==> src/rtl/vram_fetch_arbiter.sv <==
// rtl/vram_fetch_arbiter.sv - round-robin VRAM read arbiter for three 32-bit fetch masters
module vram_fetch_arbiter #(
  parameter int RAM_LATENCY = 1
) (
  input  logic        clk,
  input  logic        rst_n,
  input  logic [14:0] m0_addr,
  input  logic        m0_strobe,
  output logic        m0_ack,
  input  logic [14:0] m1_addr,
  input  logic        m1_strobe,
  output logic        m1_ack,
  input  logic [14:0] m2_addr,
  input  logic        m2_strobe,
  output logic        m2_ack,
  output logic [31:0] rddata,
  output logic [14:0] ram_addr,
  output logic        ram_rden,
  input  logic [31:0] ram_rddata
);

  // One tag per issued read, travelling alongside the RAM data.
  typedef struct packed {
    logic       valid;
    logic [1:0] port;
  } tag_t;

  tag_t        tag_pipe [RAM_LATENCY];
  tag_t        exit_tag;
  logic [1:0]  rr_ptr;
  logic [2:0]  in_flight;
  logic [2:0]  eligible;
  logic [2:0]  ack_r;
  logic [3:0]  elig_pad;
  logic [2:0]  cand;
  logic        grant_valid;
  logic [1:0]  grant_port;
  logic [2:0]  grant_onehot;
  logic [14:0] grant_addr;
  logic [2:0]  exit_onehot;

  // A port already waiting on data is never re-granted, even if its strobe is still up.
  assign eligible = {m2_strobe, m1_strobe, m0_strobe} & ~in_flight;
  assign exit_tag = tag_pipe[RAM_LATENCY-1];

  assign m0_ack = ack_r[0];
  assign m1_ack = ack_r[1];
  assign m2_ack = ack_r[2];

  // Round-robin search over eligible ports starting at rr_ptr.
  always_comb begin
    grant_valid = 1'b0;
    grant_port  = 2'd0;
    cand        = 3'd0;
    elig_pad    = {1'b0, eligible};
    for (int k = 0; k < 3; k++) begin
      cand = {1'b0, rr_ptr} + 3'(k);
      if (cand >= 3'd3) begin
        cand = cand - 3'd3;
      end
      if (!grant_valid && elig_pad[cand[1:0]]) begin
        grant_valid = 1'b1;
        grant_port  = cand[1:0];
      end
    end
  end

  // Decode the winning port into its address and a one-hot in_flight set mask.
  always_comb begin
    grant_onehot = 3'b000;
    grant_addr   = m0_addr;
    case (grant_port)
      2'd0: begin
        grant_onehot = 3'b001;
        grant_addr   = m0_addr;
      end
      2'd1: begin
        grant_onehot = 3'b010;
        grant_addr   = m1_addr;
      end
      default: begin
        grant_onehot = 3'b100;
        grant_addr   = m2_addr;
      end
    endcase
    if (!grant_valid) begin
      grant_onehot = 3'b000;
    end
  end

  // Decode the tag leaving the pipeline into the port to acknowledge.
  always_comb begin
    exit_onehot = 3'b000;
    if (exit_tag.valid) begin
      case (exit_tag.port)
        2'd0:    exit_onehot = 3'b001;
        2'd1:    exit_onehot = 3'b010;
        2'd2:    exit_onehot = 3'b100;
        default: exit_onehot = 3'b000;
      endcase
    end
  end

  // Issue the granted read, advance the tag pipeline and return data with a one-cycle ack.
  always_ff @(posedge clk) begin
    if (!rst_n) begin
      ram_rden  <= 1'b0;
      ram_addr  <= '0;
      ack_r     <= 3'b000;
      rddata    <= '0;
      rr_ptr    <= 2'd0;
      in_flight <= 3'b000;
      for (int k = 0; k < RAM_LATENCY; k++) begin
        tag_pipe[k] <= '0;
      end
    end else begin
      ram_rden    <= grant_valid;
      tag_pipe[0] <= '{valid: grant_valid, port: grant_port};
      for (int k = 1; k < RAM_LATENCY; k++) begin
        tag_pipe[k] <= tag_pipe[k-1];
      end
      if (grant_valid) begin
        ram_addr <= grant_addr;
        rr_ptr   <= (grant_port == 2'd2) ? 2'd0 : grant_port + 2'd1;
      end
      ack_r <= exit_onehot;
      if (exit_tag.valid) begin
        rddata <= ram_rddata;
      end
      in_flight <= (in_flight | grant_onehot) & ~exit_onehot;
    end
  end

endmodule

==> config.mk <==
export PLATFORM = sky130hd
export DESIGN_NAME = vram_fetch_arbiter
export DESIGN_NICKNAME = d
export VERILOG_FILES = /design/src/rtl/vram_fetch_arbiter.sv
export SDC_FILE = /design/constraint.sdc
export NUM_CORES = 1
export LEC_CHECK = 0
export BUFFER_PORTS_ARGS = -buffer_cell sky130_fd_sc_hd__buf_2
export CORE_AREA = 2 2 78 80
export DETAILED_ROUTE_END_ITERATION = 7
export DIE_AREA = 0 0 80 82
export GPL_TIMING_DRIVEN = 0
export PLACE_DENSITY = 0.88
export SLEW_MARGIN = 40
export SYNTH_ARGS = -nofsm -noshare
export SYNTH_HDL_FRONTEND = slang
export SYNTH_SLANG_ARGS = --single-unit
==> constraint.sdc <==
create_clock -name clk -period 3 [get_ports clk]
set_clock_uncertainty 0.05 [all_clocks]
set_input_delay 0.9 -clock clk [delete_from_list [all_inputs] [get_ports clk]]
set_output_delay 0.9 -clock clk [all_outputs]
set_load 0.01 [all_outputs]
==> flow_summary_export.csv, run 1 <==
group,metric,value,unit
critical_path,cp_slowest_cell,"clkbuf_1",
finish,multiInputGateArea,1190,um^2
sta,relSlewSlack,54.6,%
cts,cts_buffer_depth,2,
min_path,holdPathEnd,"in_flight[2]",
synth,syn_area_per_cell,8.91,um^2
critical_path,timing.rr.end,"rr_ptr[0]",
cts,ctsResizeCount,0,
synth,synth_nets,363,
cts,insertion_delay,0.32,ns
synth,synth.most_common_cell,"dfxtp_1",
floorplanning,die_y,82,um
min_path,min_path_type,"reg2reg",
grt,grt_max_degree,11,
floorplanning,fp-row-count,28,
sta,setup_tns,0,ns
detailed_routing,vias_per_cell,5.15,
outcome,status,"completed",
synth,synthCells,277,
critical_path,crit_top_cell,"buf_2",
critical_path,cp.arrival,2.75,ns
detailed_routing,firstDrtPassIters,4,
synth,yosysTopAreaCell,"dfxtp_1",
synth,netlist.area_leader.share,47.0,%
synth,synth_area_leaders,"dfxtp_1, mux2i_1, nor2_1",
placed_design,globalplace.congestion,0.918,
detailed_routing,drc_errors,0,
synth,yosysUniqueCellTypes,28,
finish,area_growth,40.8,%
floorplanning,core_area,5750,um^2
placed_design,dp_hpwl,5100,um
synth,seq_area_frac_synth,47.0,%
sta,finalCritPeriodShare,84.9,%
cts,cts_sinks,58,
detailed_routing,ant_nets,0,
sta,fmax,0.392,GHz
floorplanning,die_area,6560,um^2
detailed_routing,vias,2577,
placed_design,port-buffer-count,132,
detailed_routing,drtIter0Drc,104,
critical_path,critPathMaxStageDelay,0.34,ns
flow_run,cap_violations,0,
min_path,whs_path_depth,2,
critical_path,required,3.20,ns
synth,yosysWarningCount,0,
critical_path,ff2ff_path_depth,10,
grt,grt_pass1_vias,2468,
sta,min_period,2.55,ns
grt,grt_overflow_total,0,
sta,setup_viol,0,
finish,ff_latch_area,1160,um^2
synth,synth_flop_cell,"dfxtp_1",
grt,antenna_found_initial,0,
cts,cts_setup_buffers,0,
synth,synth_seq_cells,58,
finish,final_nets,506,
critical_path,reg2reg_from,"rr_ptr[0]",
cts,cts_buffers,9,
critical_path,critPathMaxFanout,10,
floorplanning,start_util,43.0,%
sta,hold_viol_final,0,
power,vdd_drop_max,0.000524,V
cts,root_buffer,"clkbuf_8",
synth,synth_area,2470,um^2
cts,cts_hold_buf,0,
cts,cts_tree,"done",
placed_design,placed_area,3220,um^2
critical_path,path_cells,"buf_2, nor2b_1, mux2i_1, nor2_1, a21o_1, clkbuf_1, buf_2, nand3_1, a21oi_1",
sta,rsz0062_at_grt,"no",
critical_path,start_kind,"input pin",
power,power.density,1070,nW/um^2
synth,synthArstFlopShare,0,%
finish,diodes,0,
sta,worst_slew_pin_slew,0.681,ns
finish,postLayoutCoreUtil,60.5,%
critical_path,worstSetupEndpointType,"flop",
detailed_routing,wl_per_cell,13.9,um
power,leakagePower,1.71,nW
sta,slew_violations,0,
synth,synth_edf_count,0,
min_path,worstHoldStart,"in_flight[2]",
detailed_routing,wirelength,6950,um
grt,grt_pass1_wl,10800,um
floorplanning,die_w,80,um
critical_path,rrSetupSlack,0.49,ns
critical_path,crit_type,"in2reg",
finish,fillers,512,
cts,htreeDepth,3,
cts,clk_pin_slew,0.07,ns
grt,grt_usage,20.7,%
finish,final_layout_size_suffix_gt1_share,37.9,%
floorplanning,ios,133,
synth,ys_top_cells_by_count,"dfxtp_1, nor2_1, mux2i_1",
finish,fin_area,3470,um^2
registers in the layout, indices dropped and copies added (netlist names):
signal     cells
in_flight      3
tag_pipe       2
ram_rden       1
ack_r          3
rddata        32
rr_ptr         2
ram_addr      15
how the worst max path moves through the flow:
stage / from / endpoint / depth (start not counted)
finish: m1_strobe / in_flight[0] / 9
global route: rr_ptr[0] / ram_addr[11] / 9
floorplan: m1_strobe / ram_addr[10] / 8
global placement: m1_strobe / ram_addr[11] / 8
detailed placement: m1_strobe / ram_addr[6] / 8
CTS: rr_ptr[0] / ram_addr[11] / 9
report_power, final:
part / total (W) / switching [W] / internal [W] / leakage, nW
clock: 0.000920 / 0.000325 / 0.000595 / 0.129
combinational: 0.00170 / 0.00101 / 0.000695 / 1.10
sequential: 0.00111 / 0.000111 / 0.000998 / 0.479
total: 0.00373 / 0.00145 / 0.00229 / 1.71
cells in the final DEF, fill, tap and decap left out, types with 4 or more instances in the layout:
| cell type | instances |
|---|---|
| a21oi_1 | 21 |
| a31oi_1 | 15 |
| buf_2 | 137 |
| clkbuf_1 | 12 |
| clkbuf_8 | 11 |
| dfxtp_1 | 58 |
| ha_1 | 4 |
| inv_1 | 8 |
| mux2i_1 | 35 |
| nand2_1 | 20 |
| nand3_1 | 17 |
| nor2_1 | 40 |
| nor2b_1 | 6 |
| o21ai_0 | 5 |
| o21ai_1 | 15 |
critical path, delay by kind of cell:
kind | cells | cell delay [ns]
buffers and inverters | 3 | 0.76
multiplexers | 1 | 0.18
AND/OR/NAND/NOR | 3 | 0.62
AO/OA/AOI/OAI | 2 | 0.30
layout make-up:
cell class | count | share of cell area (%)
buffer | 19 | 2.56
clock buffer | 11 | 4.36
clock inverter | 5 | 2.88
inverter | 8 | 0.864
multi-input combinational | 192 | 34.2
sequential | 58 | 33.4
tap | 75 | 2.70
timing repair buffer | 132 | 19.0
cell families after synthesis:
group	count (synthesis)	synth area share, %
AO/OA/AOI/OAI	63	15.2
adder cells (fa/ha/maj)	4	2.03
buffers and inverters	27	4.81
multiplexers	35	14.2
AND/OR/NAND/NOR	90	16.8
flip-flops	58	47.0
through the flow:
| stage | cells | total power [W] | hold WS (ns) | worst slack, ns |
|---|---|---|---|---|
| 2_1_floorplan | 277 | 0.00231 | 0.374 | 0.530 |
| 3_3_place_gp | 484 | 0.00274 | 0.391 | 0.247 |
| 3_5_place_dp | 484 | 0.00280 | 0.395 | 0.222 |
| 4_1_cts | 500 | 0.00373 | 0.409 | 0.510 |
| 5_1_grt | 500 | 0.00397 | 0.448 | 0.273 |
| 6_report | 500 | 0.00373 | 0.411 | 0.452 |
layer usage:
layer | global-route usage [%] | vias up | wire, um
met3 | 5.16 | 17 | 382
met1 | 23.9 | 1222 | 2820
met2 | 36.3 | 92 | 3560
met5 | 0 | - | 0
li1 | - | 1246 | -
met4 | 9.32 | 0 | 183
(Power assumes the default switching activity.)
==> inputs of run 2 (changes only) <==
- clock period: 3 -> 2.6 ns (I/O delays scaled with it)
==> flow_summary_export.csv, run 2 (synthesis gave the netlist of run 1 again) <==
group,metric,value,unit
outcome,status,"completed",
detailed_routing,drtIter0Drc,132,
placed_design,port-buffer-count,132,
finish,mostFrequentLayoutCells,"buf_2, dfxtp_1, nor2_1",
finish,final_layout_size_suffix_gt1_share,38.7,%
finish,largest_register_ffs,32,
floorplanning,die_area,6560,um^2
floorplanning,die_w,80,um
finish,fin_area,3510,um^2
finish,area_growth,42.2,%
floorplanning,start_util,43.0,%
cts,cts_hold_buf,0,
placed_design,dp_hpwl,5100,um
floorplanning,fp-row-count,28,
finish,top_regs,"rddata x32, ram_addr x15",
grt,grt_max_degree,11,
finish,final_nets,507,
detailed_routing,wl_per_cell,14.1,um
cts,insertion_delay,0.32,ns
sta,fmax,0.409,GHz
critical_path,required,2.80,ns
detailed_routing,ant_nets,0,
grt,grt_pass1_vias,2468,
cts,cts_buffer_depth,2,
finish,max_flop_register,"rddata",
finish,layout.cells.most_common,"buf_2",
power,vdd_drop_max,0.000618,V
grt,antenna_found_initial,0,
cts,cts_sinks,58,
floorplanning,core_area,5750,um^2
cts,clk_pin_slew,0.07,ns
detailed_routing,drc_errors,0,
sta,relSlewSlack,54.8,%
detailed_routing,vias_per_cell,5.19,
min_path,min_path_type,"reg2reg",
floorplanning,ios,133,
sta,hold_viol_final,0,
grt,grt_pass1_wl,10800,um
power,leakagePower,1.71,nW
sta,fin_hold_ws,0.419,ns
placed_design,globalplace.congestion,0.918,
sta,slew_violations,0,
critical_path,cp.arrival,2.65,ns
cts,cts_buffers,9,
sta,min_period,2.44,ns
critical_path,crit_type,"reg2reg",
cts,cts_tree,"done",
detailed_routing,firstDrtPassIters,5,
placed_design,placed_area,3220,um^2
sta,worst_slew_pin_slew,0.678,ns
sta,setup_viol,0,
detailed_routing,vias,2599,
finish,diodes,0,
cts,htreeDepth,3,
grt,grt_overflow_total,0,
cts,root_buffer,"clkbuf_8",
floorplanning,die_y,82,um
power,power.density,1250,nW/um^2
critical_path,start_kind,"flop",
critical_path,worstSetupEndpointType,"flop",
flow_run,cap_violations,0,
sta,finalCritPeriodShare,94.0,%
grt,grt_usage,20.7,%
critical_path,critPathMaxFanout,10,
detailed_routing,wirelength,7090,um
## run 2: changes by cell type in the layout (fill, tap and decap cells not counted), sizes merged
cell	change
buf	+1
## run 2: routing by layer
metal	vias up	global-route usage (%)	routed length, um
met1	1231	23.9	2790
met2	104	36.3	3680
met5	-	0	0
met3	16	5.16	440
li1	1248	-	-
met4	0	9.32	175
## run 2: path summary, 6_finish.rpt
path | slack, ns | end | from | depth (start not counted)
max | 0.16 | in_flight[0] | rr_ptr[0] | 10
min | 0.42 | in_flight[2] | in_flight[2] | 2
max reg2reg | 0.16 | in_flight[0] | rr_ptr[0] | 10
min reg2reg | 0.42 | in_flight[2] | in_flight[2] | 2
## run 2: timing repair
action | CTS | global route
setup endpoints to repair | 0 | 13
setup buffers | 0 | 1
gates resized for setup | 0 | 5
## run 2: where the power goes
| part | total (W) | switching [W] | internal, W |
|---|---|---|---|
| sequential | 0.00128 | 0.000129 | 0.00115 |
| combinational | 0.00204 | 0.00120 | 0.000832 |
| clock | 0.00106 | 0.000370 | 0.000686 |
## run 2: cell type report
class / instances / area (um^2)
clock inverters: 5 / 100
fillers: 507 / 2230
clock buffers: 11 / 151
flip-flops and latches: 58 / 1160
inverters: 8 / 30.0
multi-input cells: 192 / 1220
well taps: 75 / 93.8
repair buffers: 133 / 668
plain buffers: 19 / 88.8
## run 2: critical path, cell delays in order (launching register included)
cell and delay [ns]:
dfxtp_2 0.35, inv_1 0.07, ha_2 0.33, inv_1 0.17
o21ai_0 0.16, a32oi_2 0.30, o32a_1 0.21, buf_2 0.20
buf_4 0.23, nand3_1 0.12, a21oi_1 0.18
## run 2: per-stage QoR
stage	std cells	setup TNS, ns	worst slack (ns)	util, %	power (W)
after global routing	501	-0.0114	-0.0114	61.1	0.00464
after global placement	484	-0.182	-0.0334	56.1	0.00316
final	501	0	0.155	61.1	0.00437
after detailed placement	484	-0.426	-0.0575	56.1	0.00323
after CTS	500	0	0.110	60.5	0.00430
after floorplan	277	0	0.250	-	0.00266
==> inputs of run 3 (changes only) <==
- ABC_AREA: unset -> 1
- CORE_AREA: 2 2 78 80 -> 2 2 80 82
- DIE_AREA: 0 0 80 82 -> 0 0 82 84
==> flow_summary_export.csv, run 3 <==
group,metric,value,unit
synth,synthArstFlopShare,0,%
grt,grt_usage,24.0,%
cts,cts_tree,"done",
synth,synth_area_leaders,"dfxtp_1, nor2_1, nand3_1",
cts,clk_pin_slew,0.07,ns
sta,setup_viol,0,
critical_path,cp_top_family,"buffers and inverters",
outcome,status,"completed",
finish,fin_area,3670,um^2
critical_path,crit_top_cell,"inv_1",
grt,grt_pass1_wl,12900,um
synth,seq_area_frac_synth,43.2,%
critical_path,cp.arrival,2.46,ns
cts,cts_sinks,58,
critical_path,crit_type,"reg2reg",
detailed_routing,firstDrtPassIters,4,
finish,ff_latch_area,1160,um^2
finish,largest_register_ffs,32,
power,p_seq_share,26.4,%
floorplanning,start_util,44.1,%
synth,synthCells,382,
grt,grt_pass1_vias,3021,
sta,setup_tns,0,ns
grt,antenna_found_initial,0,
critical_path,rrSetupSlack,0.32,ns
synth,yosysTopAreaCell,"dfxtp_1",
power,clockPowerShare,18.1,%
floorplanning,fp-row-count,29,
power,p_sw_share,44.6,%
power,intPower,0.00289,W
sta,min_period,2.28,ns
finish,max_flop_register,"rddata",
cts,cts_hold_buf,0,
sta,relSlewSlack,72.1,%
critical_path,critical_path_buf_inv_count,5,
synth,synth.most_common_cell,"nor2_1",
sta,hold_viol_final,0,
power,leakagePower,2.03,nW
placed_design,placed_area,3450,um^2
finish,multiInputGateArea,1220,um^2
floorplanning,die_area,6890,um^2
critical_path,reg2reg_from,"rr_ptr[0]",
critical_path,ff2ff_path_depth,12,
power,vdd_drop_max,0.000660,V
detailed_routing,wirelength,7620,um
finish,final_nets,611,
detailed_routing,vias_per_cell,4.91,
critical_path,worstSetupEndpointType,"flop",
critical_path,critPathMaxFanout,10,
synth,yosysUniqueCellTypes,21,
synth,syn_area_per_cell,7.04,um^2
cts,root_buffer,"clkbuf_8",
finish,area_growth,36.7,%
critical_path,start_kind,"flop",
floorplanning,core_area,6100,um^2
finish,layout.cells.most_common,"buf_2",
power,combPwrFrac,55.5,%
finish,top_regs,"rddata x32, ram_addr x15",
cts,htreeDepth,3,
cts,ctsResizeCount,0,
cts,cts_setup_buffers,0,
min_path,whs_path_depth,2,
synth,synth_area,2690,um^2
detailed_routing,drtIter0Drc,148,
min_path,holdPathEnd,"ack_r[1]",
placed_design,globalplace.congestion,0.961,
finish,fillers,569,
synth,netlist.area_leader.share,43.2,%
power,power_switching,0.00233,W
cts,cts_buffer_depth,2,
power,power.density,1420,nW/um^2
detailed_routing,vias,2978,
sta,worst_slew_pin_slew,0.418,ns
critical_path,cp_slowest_cell,"dfxtp_1",
critical_path,timing.rr.end,"ram_addr[9]",
placed_design,dp_hpwl,5840,um
sta,slew_violations,0,
sta,fmax,0.439,GHz
finish,diodes,0,
detailed_routing,ant_nets,0,
grt,grt_max_degree,11,
cts,cts_buffers,9,
synth,ys_top_cells_by_count,"nor2_1, dfxtp_1, nand3_1, o21ai_0, inv_1",
placed_design,port-buffer-count,132,
synth,synth_seq_cells,58,
sta,rsz0062_at_grt,"no",
power,totalPowerFinal,0.00523,W
detailed_routing,wl_per_cell,12.6,um
min_path,worstHoldStart,"tag_pipe[0][0]",
synth,synth_edf_count,0,
cts,insertion_delay,0.33,ns
critical_path,required,2.78,ns
synth,synth_nets,468,
floorplanning,die_y,84,um
finish,final_layout_size_suffix_gt1_share,31.3,%
detailed_routing,drc_errors,0,
grt,grt_overflow_total,0,
synth,synth_flop_cell,"dfxtp_1",
floorplanning,ios,133,
finish,mostFrequentLayoutCells,"buf_2, nor2_1, dfxtp_1",
floorplanning,die_w,82,um
synth,yosysWarningCount,0,
flow_run,cap_violations,0,
critical_path,path_cells,"inv_1, ha_1, inv_2, nand3_2, nand2_2, a21oi_4, nand4_1, clkbuf_1, o21ai_0, inv_1, nand2_1, inv_1",
min_path,min_path_type,"reg2reg",
critical_path,critPathMaxStageDelay,0.40,ns
sta,finalCritPeriodShare,87.6,%
run 3: changes by cell type after synthesis, moves of 3 or more:
cell     delta
nand3_2     +5
buf_2       -5
a31oi_1    -15
nand3_1    +34
a21oi_1     -7
nor2_1     +52
o21ai_0    +46
nand2_1     +9
nor2b_1     -6
mux2i_1    -35
inv_1      +39
o21ai_1    -15
nand2_2     +3
run 3: per-stage QoR:
step / setup slack [ns] / hold WS, ns / cells / util [%]
final: 0.321 / 0.438 / 607 / 60.3
after global placement: 0.312 / 0.420 / 591 / 56.5
after floorplan: 0.615 / 0.408 / 382 / -
after CTS: 0.320 / 0.439 / 607 / 60.3
after detailed placement: 0.255 / 0.429 / 591 / 56.5
after global routing: 0.127 / 0.471 / 607 / 60.3
run 3: power groups by stage:
stage / Clock (W) / Sequential, W / Combinational, W
2_1_floorplan: 0 / 0.00151 / 0.00195
3_3_place_gp: 0 / 0.00138 / 0.00283
3_5_place_dp: 0 / 0.00139 / 0.00289
4_1_cts: 0.000969 / 0.00138 / 0.00291
5_1_grt: 0.00102 / 0.00141 / 0.00330
6_report: 0.000947 / 0.00138 / 0.00290
run 3: cell families (layout without fill, tap and decap cells):
family          after synthesis  count (layout)  share of synthesized area [%]
compound gates               67              67                           13.0
buf+inv                      69             217                           11.4
fa+ha+maj                     4               4                           1.86
flops                        58              58                           43.2
simple gates                184             184                           30.6
run 3: how the worst max path moves through the flow:
stage	start	to	slack, ns	cells past startpoint
after global placement	m2_strobe	ram_addr[1]	0.31	9
final	rr_ptr[0]	ram_addr[9]	0.32	12
after global routing	rr_ptr[0]	ram_addr[12]	0.13	13
after floorplan	m1_strobe	ram_addr[12]	0.62	12
after CTS	rr_ptr[0]	ram_addr[9]	0.32	12
after detailed placement	m2_strobe	ram_addr[9]	0.26	10
run 3: routing by layer:
layer / up-vias / GRT usage [%] / wire length (um)
met5: - / 0 / 0
met4: 0 / 10.8 / 175
met3: 16 / 6.49 / 604
met2: 117 / 40.1 / 3670
met1: 1340 / 28.2 / 3170
li1: 1505 / - / -
run 3: worst register-to-register path, cell delays in order (launching register included):
cell	delay, ns
dfxtp_1	0.40
inv_1	0.09
ha_1	0.39
inv_2	0.07
nand3_2	0.08
nand2_2	0.06
a21oi_4	0.19
nand4_1	0.19
clkbuf_1	0.27
o21ai_0	0.24
inv_1	0.06
nand2_1	0.07
inv_1	0.03
run 3: cell type report:
cell class | count | share of cell area (%)
tap | 77 | 2.62
inverter | 49 | 5.01
clock inverter | 4 | 2.01
buffer | 20 | 3.30
multi-input combinational | 255 | 33.3
timing repair buffer | 132 | 18.0
sequential | 58 | 31.6
clock buffer | 12 | 4.22
